<file path="src/rtl/codificador_instrucao.sv">
// RV32I-subset encoder (lh, sh, add, sub, and, or, andi, slli, bne) with a valid/ready request port and an output FIFO of {word, address}.
// Optional ENCODER_IMM_CHECK_EN: out-of-range immediates are rejected with erro instead of being truncated.
module codificador_instrucao #(
  parameter int DEPTH  = 4,
  parameter int ADDR_W = 8
) (
  input  logic                         clk,
  input  logic                         reset,
  input  logic                         req_valid,
  output logic                         req_ready,
  input  logic [3:0]                   req_op,
  input  logic [4:0]                   req_rd,
  input  logic [4:0]                   req_rs1,
  input  logic [4:0]                   req_rs2,
  input  logic [12:0]                  req_imm,
  output logic                         instr_valid,
  input  logic                         instr_ready,
  output logic [31:0]                  instr_data,
  output logic [ADDR_W-1:0]            instr_addr,
  output logic [$clog2(DEPTH+1)-1:0]   ocupacao,
  output logic                         erro
);

  localparam int PTR_W = (DEPTH > 1) ? $clog2(DEPTH) : 1;
  localparam int CNT_W = $clog2(DEPTH+1);
  localparam logic [CNT_W-1:0] C_FULL = CNT_W'(DEPTH);

  localparam logic [3:0] OP_LH   = 4'd0;
  localparam logic [3:0] OP_SH   = 4'd1;
  localparam logic [3:0] OP_ADD  = 4'd2;
  localparam logic [3:0] OP_SUB  = 4'd3;
  localparam logic [3:0] OP_AND  = 4'd4;
  localparam logic [3:0] OP_OR   = 4'd5;
  localparam logic [3:0] OP_ANDI = 4'd6;
  localparam logic [3:0] OP_SLLI = 4'd7;
  localparam logic [3:0] OP_BNE  = 4'd8;

  localparam logic [6:0] OPC_LOAD   = 7'b0000011;
  localparam logic [6:0] OPC_STORE  = 7'b0100011;
  localparam logic [6:0] OPC_OP     = 7'b0110011;
  localparam logic [6:0] OPC_OP_IMM = 7'b0010011;
  localparam logic [6:0] OPC_BRANCH = 7'b1100011;

  logic [31:0]       r_mem_data [DEPTH];
  logic [ADDR_W-1:0] r_mem_addr [DEPTH];
  logic [PTR_W-1:0]  r_wr_ptr;
  logic [PTR_W-1:0]  r_rd_ptr;
  logic [CNT_W-1:0]  r_count;
  logic [ADDR_W-1:0] r_addr_cnt;
  logic [31:0]       r_last_data;
  logic [ADDR_W-1:0] r_last_addr;
  logic              r_erro;

  logic [31:0] w_word;
  logic        w_op_ok;
  logic        w_imm_ok;
  logic        w_accept;
  logic        w_push;
  logic        w_pop;

  always_comb begin
    w_word  = '0;
    w_op_ok = 1'b1;
    case (req_op)
      OP_LH:   w_word = {req_imm[11:0], req_rs1, 3'b001, req_rd, OPC_LOAD};
      OP_SH:   w_word = {req_imm[11:5], req_rs2, req_rs1, 3'b001, req_imm[4:0], OPC_STORE};
      OP_ADD:  w_word = {7'b0000000, req_rs2, req_rs1, 3'b000, req_rd, OPC_OP};
      OP_SUB:  w_word = {7'b0100000, req_rs2, req_rs1, 3'b000, req_rd, OPC_OP};
      OP_AND:  w_word = {7'b0000000, req_rs2, req_rs1, 3'b111, req_rd, OPC_OP};
      OP_OR:   w_word = {7'b0000000, req_rs2, req_rs1, 3'b110, req_rd, OPC_OP};
      OP_ANDI: w_word = {req_imm[11:0], req_rs1, 3'b111, req_rd, OPC_OP_IMM};
      OP_SLLI: w_word = {7'b0000000, req_imm[4:0], req_rs1, 3'b001, req_rd, OPC_OP_IMM};
      OP_BNE:  w_word = {req_imm[12], req_imm[10:5], req_rs2, req_rs1, 3'b001,
                         req_imm[4:1], req_imm[11], OPC_BRANCH};
      default: w_op_ok = 1'b0;
    endcase
  end

`ifdef ENCODER_IMM_CHECK_EN
  always_comb begin
    w_imm_ok = 1'b1;
    case (req_op)
      OP_LH, OP_SH, OP_ANDI: w_imm_ok = (req_imm[12] == req_imm[11]);
      OP_SLLI:               w_imm_ok = (req_imm[12:5] == 8'd0);
      OP_BNE:                w_imm_ok = !req_imm[0];
      default:               w_imm_ok = 1'b1;
    endcase
  end
`else
  // Branch offsets are halfword-aligned, so bit 0 never reaches the word.
  logic w_unused_imm0;
  assign w_unused_imm0 = req_imm[0];
  assign w_imm_ok      = 1'b1;
`endif

  assign req_ready = (r_count != C_FULL);
  assign w_accept  = req_valid && req_ready;
  assign w_push    = w_accept && w_op_ok && w_imm_ok;
  assign w_pop     = instr_valid && instr_ready;

  always_ff @(posedge clk or posedge reset) begin
    if (reset) begin
      for (int i = 0; i < DEPTH; i++) begin
        r_mem_data[i] <= '0;
        r_mem_addr[i] <= '0;
      end
      r_wr_ptr    <= '0;
      r_rd_ptr    <= '0;
      r_count     <= '0;
      r_addr_cnt  <= '0;
      r_last_data <= '0;
      r_last_addr <= '0;
      r_erro      <= 1'b0;
    end else begin
      r_erro <= w_accept && !(w_op_ok && w_imm_ok);
      if (w_push) begin
        r_mem_data[r_wr_ptr] <= w_word;
        r_mem_addr[r_wr_ptr] <= r_addr_cnt;
        r_wr_ptr             <= r_wr_ptr + PTR_W'(1);
        r_addr_cnt           <= r_addr_cnt + ADDR_W'(1);
      end
      // Popped head is kept so the outputs hold their last value once empty.
      if (w_pop) begin
        r_last_data <= r_mem_data[r_rd_ptr];
        r_last_addr <= r_mem_addr[r_rd_ptr];
        r_rd_ptr    <= r_rd_ptr + PTR_W'(1);
      end
      case ({w_push, w_pop})
        2'b10:   r_count <= r_count + CNT_W'(1);
        2'b01:   r_count <= r_count - CNT_W'(1);
        default: r_count <= r_count;
      endcase
    end
  end

  assign instr_valid = (r_count != '0);
  assign instr_data  = instr_valid ? r_mem_data[r_rd_ptr] : r_last_data;
  assign instr_addr  = instr_valid ? r_mem_addr[r_rd_ptr] : r_last_addr;
  assign ocupacao    = r_count;
  assign erro        = r_erro;

endmodule

</file>
<file path="config.mk">
export PLATFORM = sky130hd
export DESIGN_NAME = codificador_instrucao
export DESIGN_NICKNAME = d
export VERILOG_FILES = /design/src/rtl/codificador_instrucao.sv
export SDC_FILE = /design/constraint.sdc
export NUM_CORES = 1
export LEC_CHECK = 0
export CAP_MARGIN = 25
export CORE_ASPECT_RATIO = 1.75
export CORE_MARGIN = 2
export CORE_UTILIZATION = 40
export CTS_CLUSTER_SIZE = 8
export DETAILED_ROUTE_END_ITERATION = 7
export PLACE_DENSITY_LB_ADDON = 0.05
export SLEW_MARGIN = 20
export SYNTH_ARGS = -nofsm -noshare
export SYNTH_HDL_FRONTEND = slang
export SYNTH_SLANG_ARGS = --single-unit
</file>
<file path="constraint.sdc">
create_clock -name clk -period 7.7 [get_ports clk]
set_input_delay 1.925 -clock clk [delete_from_list [all_inputs] [get_ports clk]]
set_output_delay 1.925 -clock clk [all_outputs]
set_load 0.02 [all_outputs]
</file>
After elaboration in Yosys (flattened, before gate mapping):

Cells that the tools add are included.
W data, S select, Z words.

* flip-flop bits (word level): 216
* logic and storage cells: 63

* add/sub/neg operators: 5
* muxes and demuxes: 17
* reduce and logical (&&, ||, !) cells: 10
* equal/unequal tests: 11
* order comparisons: 3
* bitwise logic cells: 2

Operator list (number)
* $pmux W32 S9: 1
* $bwmux W128: 1
* $mux W32: 4
* $bmux W32 S2: 1
* $demux W32 S2: 1
* $bwmux W32: 1
* $mux W8: 4
* $bmux W8 S2: 1
* $demux W8 S2: 1
* $eq A4 B3 Y1 const B: 4
* $reduce_or A9 Y1: 1
* $add A8 B1 Y8 const B: 1
* $eq A4 B2 Y1 const B: 2
* $ge A3 B3 Y1 const B: 2
* $not A2 Y3: 2
* $pmux W3 S2: 1
* $logic_and A1 B1 Y1: 5
* $add A2 B1 Y2 const B: 2
* $eq A4 B1 Y1 const B: 1
* $eq A4 B4 Y1 const B: 1
* $logic_not A4 Y1: 1
* $add A3 B1 Y3 const B: 1
* $lt A3 B1 Y1 const B: 1
* $ne A3 B3 Y1 const B: 1
* 7 further kinds: 7

Longest topological paths before layout:

Gate-level depths: netlist (run 1).

* word-level depth: 6
* depth in mapped cells: 11
* mapped depth without buffers: 10

Worst setup path before layout (run 1):

OpenSTA, ideal clock, no wires.

* path kind: register to output
* start: register r_rd_ptr[0]
* end: output instr_data[14]
* cell stages (with the launch flop): 5
* data arrival time: 1.925 ns
* slack: 3.850 ns
* path through: dfrtp_1 > clkbuf_1 > mux4_2 > mux2_2 > buf_4

* longest elaborated chain between the ends: 5

RTL lines
* start: declaration: RTL line 47 `logic [PTR_W-1:0] r_rd_ptr;`
* start signal: assignment: RTL line 126 `r_rd_ptr <= r_rd_ptr + PTR_W'(1);`
* $not A2 Y3 (implied by the code): RTL line 137 `assign instr_data = instr_valid ? r_mem_data[r_rd_ptr] : r_last_data;`
* $bmux W32 S2: RTL line 137
* $mux W32 (implied by the code) (2 in series): RTL line 137
* $mux W32: RTL line 137
* end: declaration: RTL line 18 `output logic [31:0] instr_data,`

No other way between the ends. The select of a mux whose other input is x is not followed.

Final worst setup path (run 1):

* start: register r_rd_ptr[0]
* end: output instr_data[31]

Same word-level chain as after synthesis.

==> results.cfg, run 1 <==
[run_status]
status = finished clean

[global_route]
grt_overflow = 0
antenna_found_initial = 0
grt_pass1_wl_um = 37900
grt_usage_pct = 19.7
grt_pass1_vias = 6661
grt_max_degree = 85

[setup_path]
r2r_end = ocupacao[2]
crit_required_ns = 5.78
r2r_start = ocupacao[0]
reg2regPathDepth = 10
crit_fanout = 23
ff2ff_setup_slack_ns = 4.48
worstPathArrival_ns = 3.24
endpoint_kind = output port
critPathKind = reg -> out
crit_path_start_kind = flip-flop

[finish]
antennaDiodeCount = 0
fin_cells = 1127
drive_above_1_share_pct = 24.1
postLayoutCoreUtil_pct = 47.5
syn_to_final_growth_pct = 16.5
final_cell_mix = dfrtp_1, mux2_2, clkdlybuf4s50_1
layout.nets = 854
layout.cells.most_common = dfrtp_1

[floorplanning]
chipHeight_um = 208
io_pins = 82
die_w_um = 121
rows = 74
die_area_um2 = 25100
initial_core_util_pct = 40.8
coreArea_um2 = 23300

[logic_synthesis]
ys_types = 47
yosysWarnings = 0
synth_flop_cell = dfrtp_1
synth_seq_cells = 196
synth_area_um2 = 9510
synth_edf_count = 0
avgSynthCellArea_um2 = 12.6
synth-seq-area-share_pct = 51.6
async_flop_share_pct = 100
synthCells = 756

[cts]
clk_path_buf_depth = 2
cts_setup_buffers = 0
cts_hold_buf = 0
cts_tree = built
cts.sinks = 196
htreeDepth = 4
clockRootBuffer = clkbuf_16
clkLatencyLatePin_ns = 0.44
cts.clk_slew.worst_paths_ns = 0.07
cts_buffers = 17
cts_resized = 0

[placed_design]
io_buffer_count = 79
gp_congestion = 0.768
numPlacedInstances = 1095
dp_hpwl_um = 15400
dp_slack_ns = 2.72

[detailed_routing]
remaining_drc_errors = 0
drt_wl_total_um = 23300
drt_pass1_iterations = 4
wl_per_cell_um = 20.7
vias_per_cell = 5.54
num_vias = 6246
antenna_left = 0
drt_iter0_markers = 382

[hold_path]
holdPathStages = 1
min_path_type = reg -> reg
min_to = r_mem_data[97]
hold_start = r_mem_data[97]

[power_and_ir_drop]
leakage_nw = 4.63
ir_worst_vdd_v = 0.000247
power_w = 0.00485
pwr_density_cell_nw_per_um2 = 438

[sta]
fin_crit_sh_pct = 67.1
hold_viol_final = 0
tightest_slew_ns = 0.919
rsz0062_at_grt = false
fin_crit_ns = 5.17
maxSlewHeadroom_pct = 38.7
setup_ws_ns = 2.53
fin_worst_skew_ns = 0.00742
fmax_ghz = 0.193
fin_setup_tns_ns = 0
setup_violations = 0
maxSlewViolCount = 0

[flow_run]
cap_violations = 0
## synth_stat cells (7+ instances only)
library cell / number / area share, %
buf_2: 17 / 0.89
mux2_2: 94 / 11
o21ai_0: 12 / 0.63
mux2_1: 30 / 3.6
a21oi_1: 65 / 3.4
mux4_2: 36 / 8.5
buf_4: 17 / 1.3
o2bb2ai_1: 25 / 2.3
xnor2_1: 7 / 0.64
dfrtp_1: 196 / 52
nand2_1: 50 / 2.0
buf_6: 7 / 0.83
inv_1: 8 / 0.32
clkbuf_1: 16 / 0.63
mux2i_1: 11 / 1.2
nor2_1: 72 / 2.8
a221oi_1: 8 / 0.74
## worst max-delay path: stages, from the launching register on
cell,delay (ns)
dfrtp_2,0.74
buf_4,0.57
mux4_2,0.62
mux2_2,0.29
clkdlybuf4s50_1,0.56
## area by class of cell
cell class	instances	area [um2]
Clock buffer	23	498
Multi-Input combinational cell	493	4220
Sequential cell	196	4910
Fill cell	2164	12200
Timing Repair Buffer	93	936
Tap cell	304	380
Clock inverter	8	98.8
Inverter	10	45.0
## report_power, final
part           internal [W]  switching, W  leakage (nW)
Combinational       0.00115       0.00101          1.92
Sequential          0.00148      0.000313          2.42
Clock              0.000519      0.000385         0.291
## logic make-up (layout without fill, tap and decap cells)
logic type | count (synthesis) | count (layout) | synth area share (%)
adder cells (fa/ha/maj) | 7 | 7 | 1.00
XOR/XNOR | 13 | 13 | 1.20
buffers and inverters | 68 | 134 | 4.13
flip-flops | 196 | 196 | 51.6
AND/OR/NAND/NOR | 155 | 155 | 7.59
other | 1 | 2 | 0.0394
AO/OA/AOI/OAI | 145 | 145 | 10.1
multiplexers | 171 | 171 | 24.4
## worst max path at each step
stage / slack, ns / endpoint / depth (start not counted) / from
floorplan: 0.43 / erro / 1 / reset
global placement: 2.75 / r_mem_data[81] / 5 / req_op[0]
detailed placement: 2.72 / r_mem_data[83] / 5 / req_op[0]
CTS: 2.42 / instr_data[31] / 4 / r_rd_ptr[0]
global route: 2.33 / instr_data[25] / 4 / r_rd_ptr[0]
finish: 2.53 / instr_data[31] / 4 / r_rd_ptr[0]
## per-stage QoR
step	hold WS (ns)	instance area (um2)
2_1_floorplan	0.434	9520
3_3_place_gp	0.450	10400
3_5_place_dp	0.460	10500
4_1_cts	0.476	11100
5_1_grt	0.490	11100
6_report	0.471	11100
## state kept, by name, summed over array words and instances, names as in the netlist
name,count
r_last_data,28
r_mem_data,112
r_addr_cnt,8
erro,1
r_last_addr,8
r_mem_addr,32
ocupacao,3
r_wr_ptr,2
r_rd_ptr,2
## metal layers
metal | share of wire [%] | vias to the layer above | track usage [%]
met2 | 54 | 122 | 35.1
met1 | 41 | 3248 | 23.8
li1 | - | 2852 | -
met3 | 3.5 | 24 | 3.56
met4 | 1.9 | 0 | 6.54
met5 | 0 | - | 0
Note: power is estimated with default switching activity, not from simulation.
==> run 2: changes to the inputs <==
- clock period: 7.7 -> 5.2 ns (I/O delays scaled with it)
==> run 2 against run 1 <==
Sequential power is 47% higher; die area stayed put; count of clock-buffer cells in the layout is 5 lower; combinational power is 51% higher; non-clock buffer count is 2 higher.
==> results.cfg, run 2 (same netlist as run 1, synthesis figures left out) <==
[run_status]
status = finished clean

[sta]
fmax_ghz = 0.235
rsz0062_at_grt = false
fin_setup_tns_ns = 0
fin_worst_skew_ns = 0.0147
fin_crit_ns = 4.26
fin_crit_sh_pct = 82.0
maxSlewHeadroom_pct = 40.0
maxSlewViolCount = 0
hold_viol_final = 0
setup_violations = 0
tightest_slew_ns = 0.900
timing.hold.ws_ns = 0.476
setup_ws_ns = 0.936

[setup_path]
endpoint_kind = output port
critPathKind = reg -> out
r2r_end = ocupacao[2]
crit_chain = buf_4 -> mux4_2 -> mux2_2 -> clkdlybuf4s50_1
reg2regPathDepth = 10
crit_required_ns = 3.90
cp_slowest_cell = dfrtp_2
crit_fanout = 18
crit_path_start_kind = flip-flop
cpPeakStageDelay_ns = 0.65
ff2ff_setup_slack_ns = 2.27
worstPathArrival_ns = 2.96
r2r_start = ocupacao[0]

[global_route]
grt_usage_pct = 20.1
antenna_found_initial = 0
grt_pass1_vias = 6834
grt_overflow = 0
grt_pass1_wl_um = 38500
grt_max_degree = 129

[floorplanning]
chipHeight_um = 208
coreArea_um2 = 23300
rows = 74
die_w_um = 121
initial_core_util_pct = 40.8
die_area_um2 = 25100
io_pins = 82

[cts]
cts.sinks = 196
cts_resized = 0
cts.clk_slew.worst_paths_ns = 0.08
cts_buffers = 17
cts_hold_buf = 0
clockRootBuffer = clkbuf_16
clkLatencyLatePin_ns = 0.45
htreeDepth = 4
cts_tree = built
clk_path_buf_depth = 2
cts_setup_buffers = 0

[placed_design]
gp_congestion = 0.740
dp_hpwl_um = 15600
io_buffer_count = 79
dp_slack_ns = 1.15
placedInstanceArea_um2 = 10600

[detailed_routing]
num_vias = 6269
remaining_drc_errors = 0
antenna_left = 0
wl_per_cell_um = 21.0
drt_iter0_markers = 311
vias_per_cell = 5.55
drt_pass1_iterations = 7
drt_wl_total_um = 23800

[power_and_ir_drop]
pwr_density_cell_nw_per_um2 = 644
clkPwrFrac_pct = 18.1
leakage_nw = 4.64
power_w = 0.00718
p_comb_share_pct = 45.2
ir_worst_vdd_v = 0.000417
p_sw_w = 0.00258
p_int_w = 0.00460
p_seq_share_pct = 36.7
sw_frac_of_total_pct = 36.0

[hold_path]
hold_start = r_mem_data[33]
min_to = r_mem_data[33]
holdPathStages = 1
min_path_type = reg -> reg

[finish]
layout.area.seq_um2 = 4910
final_cell_mix = dfrtp_1, mux2_2, clkdlybuf4s50_1
regMostFlops = r_mem_data
largest_registers = r_mem_data x112, r_mem_addr x32, r_last_data x28
layout.nets = 856
syn_to_final_growth_pct = 17.1
antennaDiodeCount = 0
largest_reg_flops = 112
nFillCells = 2145
multi_input_area_um2 = 4220
layout.cells.most_common = dfrtp_1
design_area_um2 = 11100
drive_above_1_share_pct = 24.3

[flow_run]
cap_violations = 0
[run 2: layout make-up]
cell class                      instances  area share (%)
Tap cell                              304            3.41
Clock buffer                           18            3.85
Clock inverter                         14            1.30
Inverter                               10           0.371
Sequential cell                       196            44.0
Timing Repair Buffer                   95            9.14
Multi-Input combinational cell        493            37.9
[run 2: how the worst max path moves through the flow]
stage,slack [ns],cells after the start,from,endpoint
after detailed placement,1.15,10,req_op[1],ocupacao[2]
after global routing,0.75,4,r_rd_ptr[0],instr_addr[6]
after floorplan,1.37,1,reset,erro
after CTS,0.84,4,r_rd_ptr[0],instr_data[10]
final,0.94,4,r_rd_ptr[0],instr_data[10]
after global placement,1.24,10,req_op[1],ocupacao[2]
[run 2: worst max-delay path: cells and delay by family (launching register included)]
kind	cells	cell delay [ns]
mux	2	0.86
buf+inv	2	1.00
flops	1	0.65
[run 2: power by group through the flow]
| stage | Combinational (W) | Clock, W | Sequential, W |
|---|---|---|---|
| 6_report | 0.00324 | 0.00130 | 0.00263 |
| 2_1_floorplan | 0.00229 | 0 | 0.00248 |
| 4_1_cts | 0.00332 | 0.00134 | 0.00264 |
| 3_5_place_dp | 0.00331 | 0 | 0.00266 |
| 5_1_grt | 0.00352 | 0.00140 | 0.00272 |
| 3_3_place_gp | 0.00322 | 0 | 0.00260 |
[run 2: stage by stage]
| stage | utilization, % | cells |
|---|---|---|
| floorplan | - | 757 |
| global placement | 45.2 | 1097 |
| detailed placement | 45.3 | 1098 |
| CTS | 47.7 | 1130 |
| global route | 47.7 | 1130 |
| finish | 47.7 | 1130 |
[run 2: metal layers]
| metal | vias to the layer above | GRT usage (%) | routed length, um |
|---|---|---|---|
| met5 | - | 0 | 0 |
| met4 | 0 | 6.46 | 387 |
| met3 | 23 | 3.54 | 743 |
| met2 | 126 | 35.4 | 12700 |
| met1 | 3274 | 24.7 | 9870 |
| li1 | 2846 | - | - |
